<file path="src/rtl/booth_product_accumulator_if.sv">
// Handshake and data bundle between the Booth multiplier front end and the
// product accumulator. master = upstream driver/consumer, slave = accumulator.
interface booth_product_accumulator_if #(
    parameter int unsigned PROD_W = 64,
    parameter int unsigned ACC_W  = 72,
    parameter int unsigned CNT_W  = 8
);
    logic              start;
    logic [CNT_W-1:0]  len;
    logic [PROD_W-1:0] prod;
    logic              prod_valid;
    logic              busy;
    logic [ACC_W-1:0]  acc_full;
    logic [PROD_W-1:0] acc_out;
    logic              ovf;
    logic              out_valid;
    logic              out_ready;

    modport master (
        output start, len, prod, prod_valid, out_ready,
        input  busy, acc_full, acc_out, ovf, out_valid
    );

    modport slave (
        input  start, len, prod, prod_valid, out_ready,
        output busy, acc_full, acc_out, ovf, out_valid
    );
endinterface

</file>
<file path="src/rtl/booth_product_accumulator.sv">
// Accumulates a programmed burst of signed products into a guard-banded
// accumulator and presents the 64-bit saturated sum via valid/ready.
module booth_product_accumulator #(
    parameter int unsigned PROD_W = 64,
    parameter int unsigned ACC_W  = 72,
    parameter int unsigned CNT_W  = 8
) (
    input logic clk,
    input logic reset,
    booth_product_accumulator_if.slave bus
);

    localparam int unsigned EXT_W = ACC_W - PROD_W;
    localparam int unsigned HI_W  = ACC_W - PROD_W + 1;

    typedef enum logic [1:0] {
        IDLE,
        ACC,
        HOLD
    } state_t;

    state_t            state;
    logic [ACC_W-1:0]  acc;
    logic [CNT_W-1:0]  cnt;
    logic              busy;
    logic              out_valid;

    logic [ACC_W-1:0]  prod_ext;
    logic [HI_W-1:0]   acc_hi;
    logic              in_range;
    logic [PROD_W-1:0] sat_out;
    logic              sat_ovf;

    assign prod_ext = {{EXT_W{bus.prod[PROD_W-1]}}, bus.prod};

    // Sum fits in PROD_W signed iff the guard bits all match the PROD_W sign bit.
    assign acc_hi   = acc[ACC_W-1:PROD_W-1];
    assign in_range = (&acc_hi) | ~(|acc_hi);

    always_comb begin
        sat_ovf = 1'b0;
        sat_out = acc[PROD_W-1:0];
        if (!in_range) begin
            sat_ovf = 1'b1;
            sat_out = acc[ACC_W-1] ? {1'b1, {(PROD_W-1){1'b0}}}
                                   : {1'b0, {(PROD_W-1){1'b1}}};
        end
    end

    always_ff @(posedge clk or posedge reset) begin
        if (reset) begin
            state     <= IDLE;
            acc       <= '0;
            cnt       <= '0;
            busy      <= 1'b0;
            out_valid <= 1'b0;
        end else begin
            case (state)
                IDLE: begin
                    if (bus.start) begin
                        acc  <= '0;
                        cnt  <= bus.len;
                        busy <= 1'b1;
                        if (bus.len != '0) begin
                            state <= ACC;
                        end else begin
                            state     <= HOLD;
                            out_valid <= 1'b1;
                        end
                    end
                end
                ACC: begin
                    if (bus.prod_valid) begin
                        acc <= acc + prod_ext;
                        cnt <= cnt - CNT_W'(1);
                        if (cnt == CNT_W'(1)) begin
                            state     <= HOLD;
                            out_valid <= 1'b1;
                        end
                    end
                end
                HOLD: begin
                    if (bus.out_ready) begin
                        state     <= IDLE;
                        busy      <= 1'b0;
                        out_valid <= 1'b0;
                    end
                end
                default: begin
                    state     <= IDLE;
                    busy      <= 1'b0;
                    out_valid <= 1'b0;
                end
            endcase
        end
    end

    assign bus.busy      = busy;
    assign bus.out_valid = out_valid;
    assign bus.acc_full  = acc;
    assign bus.acc_out   = sat_out;
    assign bus.ovf       = sat_ovf;

endmodule

</file>
<file path="src/flat_wrapper.sv">
// flat-port wrapper written by rule: the top's interface ports become plain ports
module booth_product_accumulator_flat 
#(
    parameter int unsigned PROD_W = 64,
    parameter int unsigned ACC_W  = 72,
    parameter int unsigned CNT_W  = 8
)
  (clk, reset, bus_start, bus_len, bus_prod, bus_prod_valid, bus_out_ready, bus_busy, bus_acc_full, bus_acc_out, bus_ovf, bus_out_valid);
  booth_product_accumulator_if #(.PROD_W(PROD_W), .ACC_W(ACC_W), .CNT_W(CNT_W)) bus_i ();
  input logic clk;
  input logic reset;
  input wire logic [$bits(bus_i.start)-1:0] bus_start;
  input wire logic [$bits(bus_i.len)-1:0] bus_len;
  input wire logic [$bits(bus_i.prod)-1:0] bus_prod;
  input wire logic [$bits(bus_i.prod_valid)-1:0] bus_prod_valid;
  input wire logic [$bits(bus_i.out_ready)-1:0] bus_out_ready;
  output wire logic [$bits(bus_i.busy)-1:0] bus_busy;
  output wire logic [$bits(bus_i.acc_full)-1:0] bus_acc_full;
  output wire logic [$bits(bus_i.acc_out)-1:0] bus_acc_out;
  output wire logic [$bits(bus_i.ovf)-1:0] bus_ovf;
  output wire logic [$bits(bus_i.out_valid)-1:0] bus_out_valid;
  assign bus_i.start = bus_start;
  assign bus_i.len = bus_len;
  assign bus_i.prod = bus_prod;
  assign bus_i.prod_valid = bus_prod_valid;
  assign bus_i.out_ready = bus_out_ready;
  assign bus_busy = bus_i.busy;
  assign bus_acc_full = bus_i.acc_full;
  assign bus_acc_out = bus_i.acc_out;
  assign bus_ovf = bus_i.ovf;
  assign bus_out_valid = bus_i.out_valid;
  booth_product_accumulator #(.PROD_W(PROD_W), .ACC_W(ACC_W), .CNT_W(CNT_W)) u_core (.clk(clk), .reset(reset), .bus(bus_i));
endmodule
</file>
<file path="config.mk">
export PLATFORM = sky130hd
export DESIGN_NAME = booth_product_accumulator_flat
export DESIGN_NICKNAME = d
export VERILOG_FILES = /design/src/rtl/booth_product_accumulator_if.sv /design/src/rtl/booth_product_accumulator.sv /design/src/flat_wrapper.sv
export SDC_FILE = /design/constraint.sdc
export NUM_CORES = 1
export LEC_CHECK = 0
export BUFFER_PORTS_ARGS = -buffer_cell sky130_fd_sc_hd__buf_2
export CORE_ASPECT_RATIO = 0.5
export CORE_MARGIN = 2
export CORE_UTILIZATION = 59
export DETAILED_ROUTE_END_ITERATION = 10
export GPL_TIMING_DRIVEN = 0
export PLACE_DENSITY = 0.93
export SYNTH_ARGS = -nofsm -noshare
export SYNTH_HDL_FRONTEND = slang
export SYNTH_SLANG_ARGS = --single-unit
</file>
<file path="constraint.sdc">
create_clock -name clk -period 7.2 [get_ports clk]
set_input_delay 0.36 -clock clk [delete_from_list [all_inputs] [get_ports clk]]
set_output_delay 0.36 -clock clk [all_outputs]
set_load 0.02 [all_outputs]
</file>
**Word-level counts from Yosys, hierarchy flattened**

Index checks and enable logic that the tools add are counted.

- Equality and inequality tests: 8
- $add $sub $neg: 2
- Reductions and logical operators: 9
- Bitwise logic cells: 3
- Mux-type cells: 23

Operators by type and width:

| operator | count |
|---|---|
| two-way mux 72 bit | 2 |
| one-hot mux 72 bit (2 select lines) | 1 |
| two-way mux 64 bit | 2 |
| adder 72 bit | 1 |
| two-way mux 8 bit | 2 |
| one-hot mux 8 bit (2 select lines) | 1 |
| two-way mux 2 bit | 5 |
| AND reduction 9 bit | 1 |
| OR reduction 9 bit | 1 |
| == test 8 x 1 -> 1 bit, second input constant | 1 |
| inequality test 2 bit, second input constant | 4 |
| nonzero test 8 bit | 1 |
| subtractor 8 x 1 -> 8 bit, second input constant | 1 |
| two-way mux 1 bit | 7 |
| one-hot mux 1 bit (3 select lines) | 2 |
| one-hot mux 2 bit (3 select lines) | 1 |
| AND reduction 3 bit | 2 |
| AND reduction 5 bit | 1 |
| AND reduction 4 bit | 1 |
| == test 2 x 1 -> 1 bit, second input constant | 1 |
| == test 2 bit, second input constant | 1 |
| zero test 2 bit | 1 |
| inequality test 2 x 1 -> 1 bit, second input constant | 1 |
| NOT 1 bit | 2 |
| 2 further kinds | 2 |

- Bits in registers: 84
- Input port bits: 77
- Word-level logic and storage cells: 50

**Logic depth before layout (Yosys ltp)**

Gate-level depths: netlist of the first run.

- Depth after elaboration: 4
- Gate-level depth with buffers: 12
- Gate-level depth less buffers: 12

**Least setup slack after synthesis of the first run**

No wires, ideal clock.

- Kind: reg-to-reg
- From: reg u_core.acc[0], in the netlist u_core.bus.acc_full[0]
- To: reg u_core.acc[70], in the netlist u_core.bus.acc_full[70]
- Clock period less this slack: 3.109 ns
- Data required time: 7.131 ns
- Cell stages (with the launch flop): 13
- Setup slack: 4.091 ns
- Setup time: 0.069 ns
- Arrival time: 3.040 ns
- Cell sequence: dfrtp_1 -> ha_1 -> fa_1 -> a21o_1 -> a21oi_2 -> o31ai_4 -> a31oi_4 -> o41ai_4 -> a21oi_4 -> a211oi_4 -> o21ai_2 -> or4b_1 -> nand3_1

- Longest elaborated chain between the ends: 3

Ends and longest elaborated chain:

| item | RTL line | RTL |
|---|---|---|
| start: declaration | booth_product_accumulator.sv:23 | `logic [ACC_W-1:0] acc;` |
| start signal: assignment | booth_product_accumulator.sv:74 | `acc <= acc + prod_ext;` |
| adder 72 bit | booth_product_accumulator.sv:74 |  |
| two-way mux 72 bit | booth_product_accumulator.sv:73 | `if (bus.prod_valid) begin` |
| one-hot mux 72 bit (2 select lines) | booth_product_accumulator.sv:58 | `case (state)` |

Every way passes these cells. The select of a mux whose other input is x is not followed.
A chain may end at the register's enable or synchronous reset.

**Worst setup path in the final report of the first run**

- From: reg u_core.acc[71], in the netlist u_core.bus.acc_full[71]
- To: out bus_acc_out[44]

- Longest elaborated chain between the ends: 4
- Elaborated cells on any way between the ends: 6

Ends and longest elaborated chain:

| item | RTL line | RTL |
|---|---|---|
| OR reduction 9 bit | booth_product_accumulator.sv:38 | `assign in_range = (&acc_hi) \| ~(\|acc_hi);` |
| NOT 1 bit | booth_product_accumulator.sv:38 |  |
| bitwise OR 1 bit | booth_product_accumulator.sv:38 |  |
| two-way mux 64 bit (*) | booth_product_accumulator.sv:43 | `if (!in_range) begin` |
| end: declaration | flat_wrapper.sv:19 | `output wire logic [$bits(bus_i.acc_out)-1:0] bus_acc_out;` |

Mark *: on every way between the ends. The rest lies on a longest branch, timed or not.

==> flow_summary.yaml, run 1 <==
yosys:
  synth_fp_nets: 1181
  seq_area_frac_synth_pct: 25.9
  synthArstFlopShare_pct: 100
  synth-main-ff-cell: "dfrtp_1"
  ys_ff_latch: 84
  syn_inst: 1030
  synth_edf_count: 0
  syn_area_um2: 8110
  synth_top_area_share_pct: 25.9
  yosysTopAreaCell: "dfrtp_1"
  ys_warn_count: 0
  synthTopCellsByArea: "dfrtp_1, ha_1, o21ai_0"
  synthDistinctLibCells: 70
  avgSynthCellArea_um2: 7.88
clock_tree:
  post_cts_resize_count: 0
  clk_latency_ns: 0.35
  postCtsSetupBuffers: 0
  numClockSinks: 84
  clockRootBuffer: "clkbuf_16"
  cts_tree: "done"
  cts.clk_slew.worst_paths_ns: 0.07
  clk_path_buf_depth: 2
  htreeDepth: 3
  cts-hold-fix-buffers: 0
  cts_made_buffers: 9
die:
  ios: 216
  die_h_um: 86.9
  die_w_um: 170
  design.core.area_um2: 13500
  start_util_pct: 60.2
  row_count: 30
  die-area_um2: 14800
critical_path:
  rr_startpoint: "u_core.bus.acc_full[0]"
  worstReg2RegEnd: "u_core.bus.acc_full[68]"
  crit_type: "reg -> out"
  crit_family: "buffers and inverters"
  critPathBufInv: 4
  cp-endpoint: "bus_acc_out[44]"
  end_kind: "primary output"
  path_cells: "clkbuf_1 > nand4_1 > o31ai_1 > clkbuf_1 > nor2_1 > clkbuf_1 > a21o_1 > buf_2"
  worstRegToRegCells: 12
  crit_path_start: "u_core.bus.acc_full[71]"
  required_ns: 6.84
  path_depth: 8
  path_max_fanout: 10
  critPathLaunchType: "register"
  r2r_slack_ns: 3.51
  slowest_delay_ns: 0.57
  arrival_ns: 3.44
  crit_slowest_cell: "o31ai_1"
  crit_top_cell: "clkbuf_1"
power:
  peakVddDrop_uv: 242
  leakage_nw: 4.70
  finalPower_mw: 5.16
  powerDensity_nw_per_um2: 529
layout:
  fin_nets: 1408
  areaGrowthSynthToFinish_pct: 20.4
  layout-drive-gt1-share_pct: 19.7
  nFillCells: 1080
grt:
  use_met3_pct: 4.77
  grt_max_degree: 49
  gr-usage-met2_pct: 58.6
  grt_pass1_wl_mm: 40.9
  overflow: 0
  busiest_layer: "met2"
  grtUsageTotal_pct: 34.5
  antenna_found_initial: 0
  grt_pass1_vias: 8321
  grt_use_met1_pct: 45.7
drt:
  drc: 0
  routed-via-count: 9081
  drtAntennaViolNets: 0
  totalWireLength_mm: 26.0
  firstDrtPassIters: 6
  drtIter0Drc: 862
  drt-vias-per-instance: 6.31
  wl_per_cell_um: 18.1
place:
  portBuffers: 215
  place.gp.congestion: 0.997
  pre_cts_ws_ns: 3.62
  hpwl_mm: 20.1
timing:
  fmax_ghz: 0.263
  fin_hold_ws_ns: 0.0476
  finalSetupViolations: 0
  drv_slew: 0
  rsz0062_at_grt: "no"
  final-hold-violation-count: 0
  relSlewSlack_pct: 45.2
  setup_slack_ns: 3.40
  post-route-period-util_pct: 52.8
  skew_ns: 0.0129
  tightest_slew_ns: 0.820
  fin_tns_setup_ns: 0
  fin_crit_ns: 3.80
run_status:
  status: "completed"
flow_run:
  drv_cap: 0
hold_path:
  hp-class: "in -> async"
[worst min-delay path by stage]
| stage | startpoint | endpoint | slack, ns |
|---|---|---|---|
| floorplan | u_core.state[1] | u_core.state[0] | 0.46 |
| CTS | reset | u_core.bus.acc_full[6] | 0.07 |
| finish | reset | u_core.bus.acc_full[6] | 0.05 |
| detailed placement | reset | u_core.bus.acc_full[6] | 0.44 |
| global route | reset | u_core.bus.acc_full[6] | 0.11 |
| global placement | u_core.bus.out_valid | u_core.bus.out_valid | 0.48 |
[per-stage QoR]
step	area (um^2)	util, %	cells
after global placement	9410	69.8	1421
after global routing	9760	72.5	1438
after floorplan	8110	-	1030
after CTS	9760	72.5	1438
after detailed placement	9440	70.0	1422
final	9770	72.5	1439
[Yosys cell counts (all sizes together), types with 28 or more instances]
master,number
a21o,67
xor2,28
a21oi,104
ha,73
xnor2,34
o21ai,110
nor2,41
clkbuf,68
nand4,31
nand2,126
o21a,35
dfrtp,84
[routing by layer]
metal | part of all wire, % | up-vias
li1 | - | 4254
met3 | 7.3 | 71
met2 | 46 | 420
met4 | 3.1 | 0
met1 | 43 | 4336
met5 | 0 | -
[cells by family (layout without fill, tap and decap cells)]
group,count (synthesis),count (layout),share of synthesized area (%)
multiplexers,4,4,0.509
adder cells (fa/ha/maj),74,74,11.5
XOR/XNOR,62,62,6.69
other,0,1,0
AND/OR/NAND/NOR,298,298,17.8
flip-flops,84,84,25.9
AO/OA/AOI/OAI,413,413,33.2
buffers and inverters,95,327,4.40
[layout make-up]
type,instances,area (um^2),area share [%]
Multi-Input combinational cell,851,5650,57.9
Sequential cell,84,2100,21.5
Timing Repair Buffer,216,1100,11.3
Buffer,69,259,2.65
Clock buffer,9,225,2.31
Tap cell,176,220,2.25
Inverter,26,100,1.02
Clock inverter,7,98.8,1.01
Antenna cell,1,2.50,0.0256
[where the power goes]
part           total (mW)  internal (mW)  leakage, nW  switching, mW
combinational        3.66           1.36         3.52           2.31
sequential          0.976          0.706         1.02          0.270
clock               0.525          0.306        0.156          0.219
[cells in the final DEF, fill, tap and decap left out, types with 10 or more instances in the layout]
| cell | netlist | layout |
|---|---|---|
| buf_2 | 0 | 215 |
| nand2_1 | 126 | 126 |
| o21ai_0 | 104 | 104 |
| a21oi_1 | 102 | 102 |
| dfrtp_1 | 84 | 84 |
| ha_1 | 73 | 73 |
| clkbuf_1 | 68 | 68 |
| a21o_1 | 67 | 67 |
| nor2_1 | 41 | 41 |
| o21a_1 | 35 | 35 |
| xnor2_1 | 34 | 34 |
| nand4_1 | 31 | 31 |
| xor2_1 | 28 | 28 |
| nand3_1 | 26 | 26 |
| inv_1 | 26 | 25 |
| o21bai_1 | 17 | 17 |
| nor3_1 | 15 | 15 |
| nand2b_1 | 10 | 10 |
[state kept, by name, indices dropped and copies added (netlist names)]
signal	cells
u_core.bus.out_valid	1
u_core.bus.busy	1
u_core.cnt	8
u_core.state	2
u_core.bus.acc_full	72
Power figures use the tool's default switching activity.
==> run 2, diff against run 1 <==
Settings changed: CORE_UTILIZATION 59 to 55, PLACE_DENSITY 0.93 to 0.88.
Clock period 7.2 ns to 3.5 ns, I/O delays scaled along.
==> run 2 against run 1 <==
Compared with the run above: non-clock buffer count decreased by 15; critical path type is now reg -> reg; highest routed layer unchanged; clock-buffer cell count increased by 3; worst hold slack improved by 0.053 ns; largest power group unchanged.
==> flow_summary.yaml, run 2 (synthesized netlist as in run 1, its figures left out) <==
drt:
  drc: 0
  wl_per_cell_um: 17.9
  drt-vias-per-instance: 6.20
  drtIter0Drc: 851
  routed-via-count: 8966
  totalWireLength_mm: 25.8
  firstDrtPassIters: 6
  drtAntennaViolNets: 0
critical_path:
  critPathLaunchType: "register"
  crit_type: "reg -> reg"
  required_ns: 3.71
  arrival_ns: 3.65
  end_kind: "register"
  worstRegToRegCells: 12
  path_max_fanout: 8
timing:
  fin_hold_ws_ns: 0.101
  final-hold-violation-count: 0
  fin_crit_ns: 3.43
  skew_ns: 0.0151
  fmax_ghz: 0.291
  post-route-period-util_pct: 98.1
  drv_slew: 0
  rsz0062_at_grt: "yes"
  tightest_slew_ns: 0.843
  finalSetupViolations: 0
  relSlewSlack_pct: 43.6
power:
  powerDensity_nw_per_um2: 1090
  finalPower_mw: 10.6
  peakVddDrop_uv: 527
  leakage_nw: 4.70
layout:
  layout-drive-gt1-share_pct: 20.9
  mostFrequentLayoutCells: "buf_2, nand2_1, o21ai_0"
  layout_commonest_cell: "buf_2"
  nFillCells: 1246
  n_antenna_cell: 0
  fin_nets: 1393
  areaGrowthSynthToFinish_pct: 20.9
  largest_register_ffs: 72
place:
  portBuffers: 215
  place.gp.congestion: 0.998
  hpwl_mm: 19.8
clock_tree:
  numClockSinks: 84
  cts_tree: "done"
  clk_path_buf_depth: 2
  htreeDepth: 3
  cts.clk_slew.worst_paths_ns: 0.07
  cts_made_buffers: 9
  clk_latency_ns: 0.35
  clockRootBuffer: "clkbuf_16"
grt:
  grt_max_degree: 54
  overflow: 0
  grt_use_met1_pct: 44.6
  gr-usage-met2_pct: 52.6
  use_met3_pct: 3.93
  busiest_layer: "met2"
  grtUsageTotal_pct: 32.1
  grt_pass1_vias: 8260
  antenna_found_initial: 0
  grt_pass1_wl_mm: 41.6
die:
  row_count: 31
  die_h_um: 89.9
  die-area_um2: 15800
  design.core.area_um2: 14400
  die_w_um: 176
  ios: 216
  start_util_pct: 56.2
flow_run:
  drv_cap: 0
hold_path:
  holdPathStages: 3
  hp-class: "in -> reg"
run_status:
  status: "completed"
run 2: changes by cell type in the layout (fill, tap and decap cells not counted), moves of 2 or more:
cell / delta
a21oi_1: -2
a21oi_2: +2
a31oi_1: -3
a31oi_4: +2
buf_4: +2
clkbuf_1: -19
clkbuf_8: +3
ha_1: -3
ha_2: +3
o21ai_0: -2
o21ai_1: +2
run 2: cell type report:
| class | count | area, um^2 | share of cell area, % |
|---|---|---|---|
| inverters | 26 | 100 | 1.02 |
| clock buffers | 12 | 267 | 2.72 |
| flip-flops and latches | 84 | 2100 | 21.4 |
| repair buffers | 219 | 1130 | 11.5 |
| plain buffers | 51 | 193 | 1.96 |
| clock inverters | 4 | 55.1 | 0.561 |
| multi-input cells | 851 | 5710 | 58.3 |
| well taps | 198 | 248 | 2.53 |
run 2: stage by stage:
stage / util (%) / cells / setup slack [ns] / setup TNS (ns) / instance area (um^2)
detailed placement: 65.6 / 1444 / -0.107 / -0.340 / 9470
floorplan: - / 1030 / 0.391 / 0 / 8110
finish: 68.0 / 1445 / 0.0653 / 0 / 9810
global route: 68.0 / 1445 / -0.0470 / -0.0561 / 9810
global placement: 65.4 / 1443 / -0.0765 / -2.03 / 9440
CTS: 68.0 / 1460 / 0.00250 / 0 / 9820
run 2: power breakdown:
part           internal, mW  total [mW]  leakage (nW)  switching [mW]
Sequential             1.45        2.01          1.02           0.556
Clock                 0.617        1.06         0.155           0.443
Combinational          2.84        7.58          3.52            4.73
run 2: metal layers:
| layer | vias to the layer above | part of all wire (%) |
|---|---|---|
| met5 | - | 0 |
| li1 | 4220 | - |
| met1 | 4289 | 44 |
| met4 | 0 | 2.2 |
| met3 | 56 | 7.9 |
| met2 | 401 | 46 |
run 2: final timing paths:
path,start,end,slack [ns]
max,u_core.bus.acc_full[15],u_core.bus.acc_full[71],0.07
min reg2reg,u_core.bus.busy,u_core.bus.busy,0.52
min in group asynchronous,reset,u_core.bus.acc_full[6],0.41
max in group asynchronous,reset,u_core.bus.acc_full[47],2.44
max reg2reg,u_core.bus.acc_full[15],u_core.bus.acc_full[71],0.07
min,bus_len[0],u_core.cnt[0],0.10
run 2: critical path, cell delays in order (launching register included):
cell and delay [ns]:
dfrtp_1 0.42, ha_1 0.30, clkbuf_1 0.20, and4_1 0.27, and3_1 0.24, and3_1 0.24, a31oi_4 0.28, a31oi_4 0.14
a21o_1 0.26, a211o_1 0.35, a211o_1 0.32, a41oi_1 0.18, mux2i_1 0.10
run 2: timing repair:
item                                    4_1_cts  5_1_grt
hold endpoints to repair                     31        0
hold buffers                                  1        0
resized for setup                             3       12
pin swaps                                     3        3
buffers inserted                              2        0
endpoints found under the setup margin       18       12
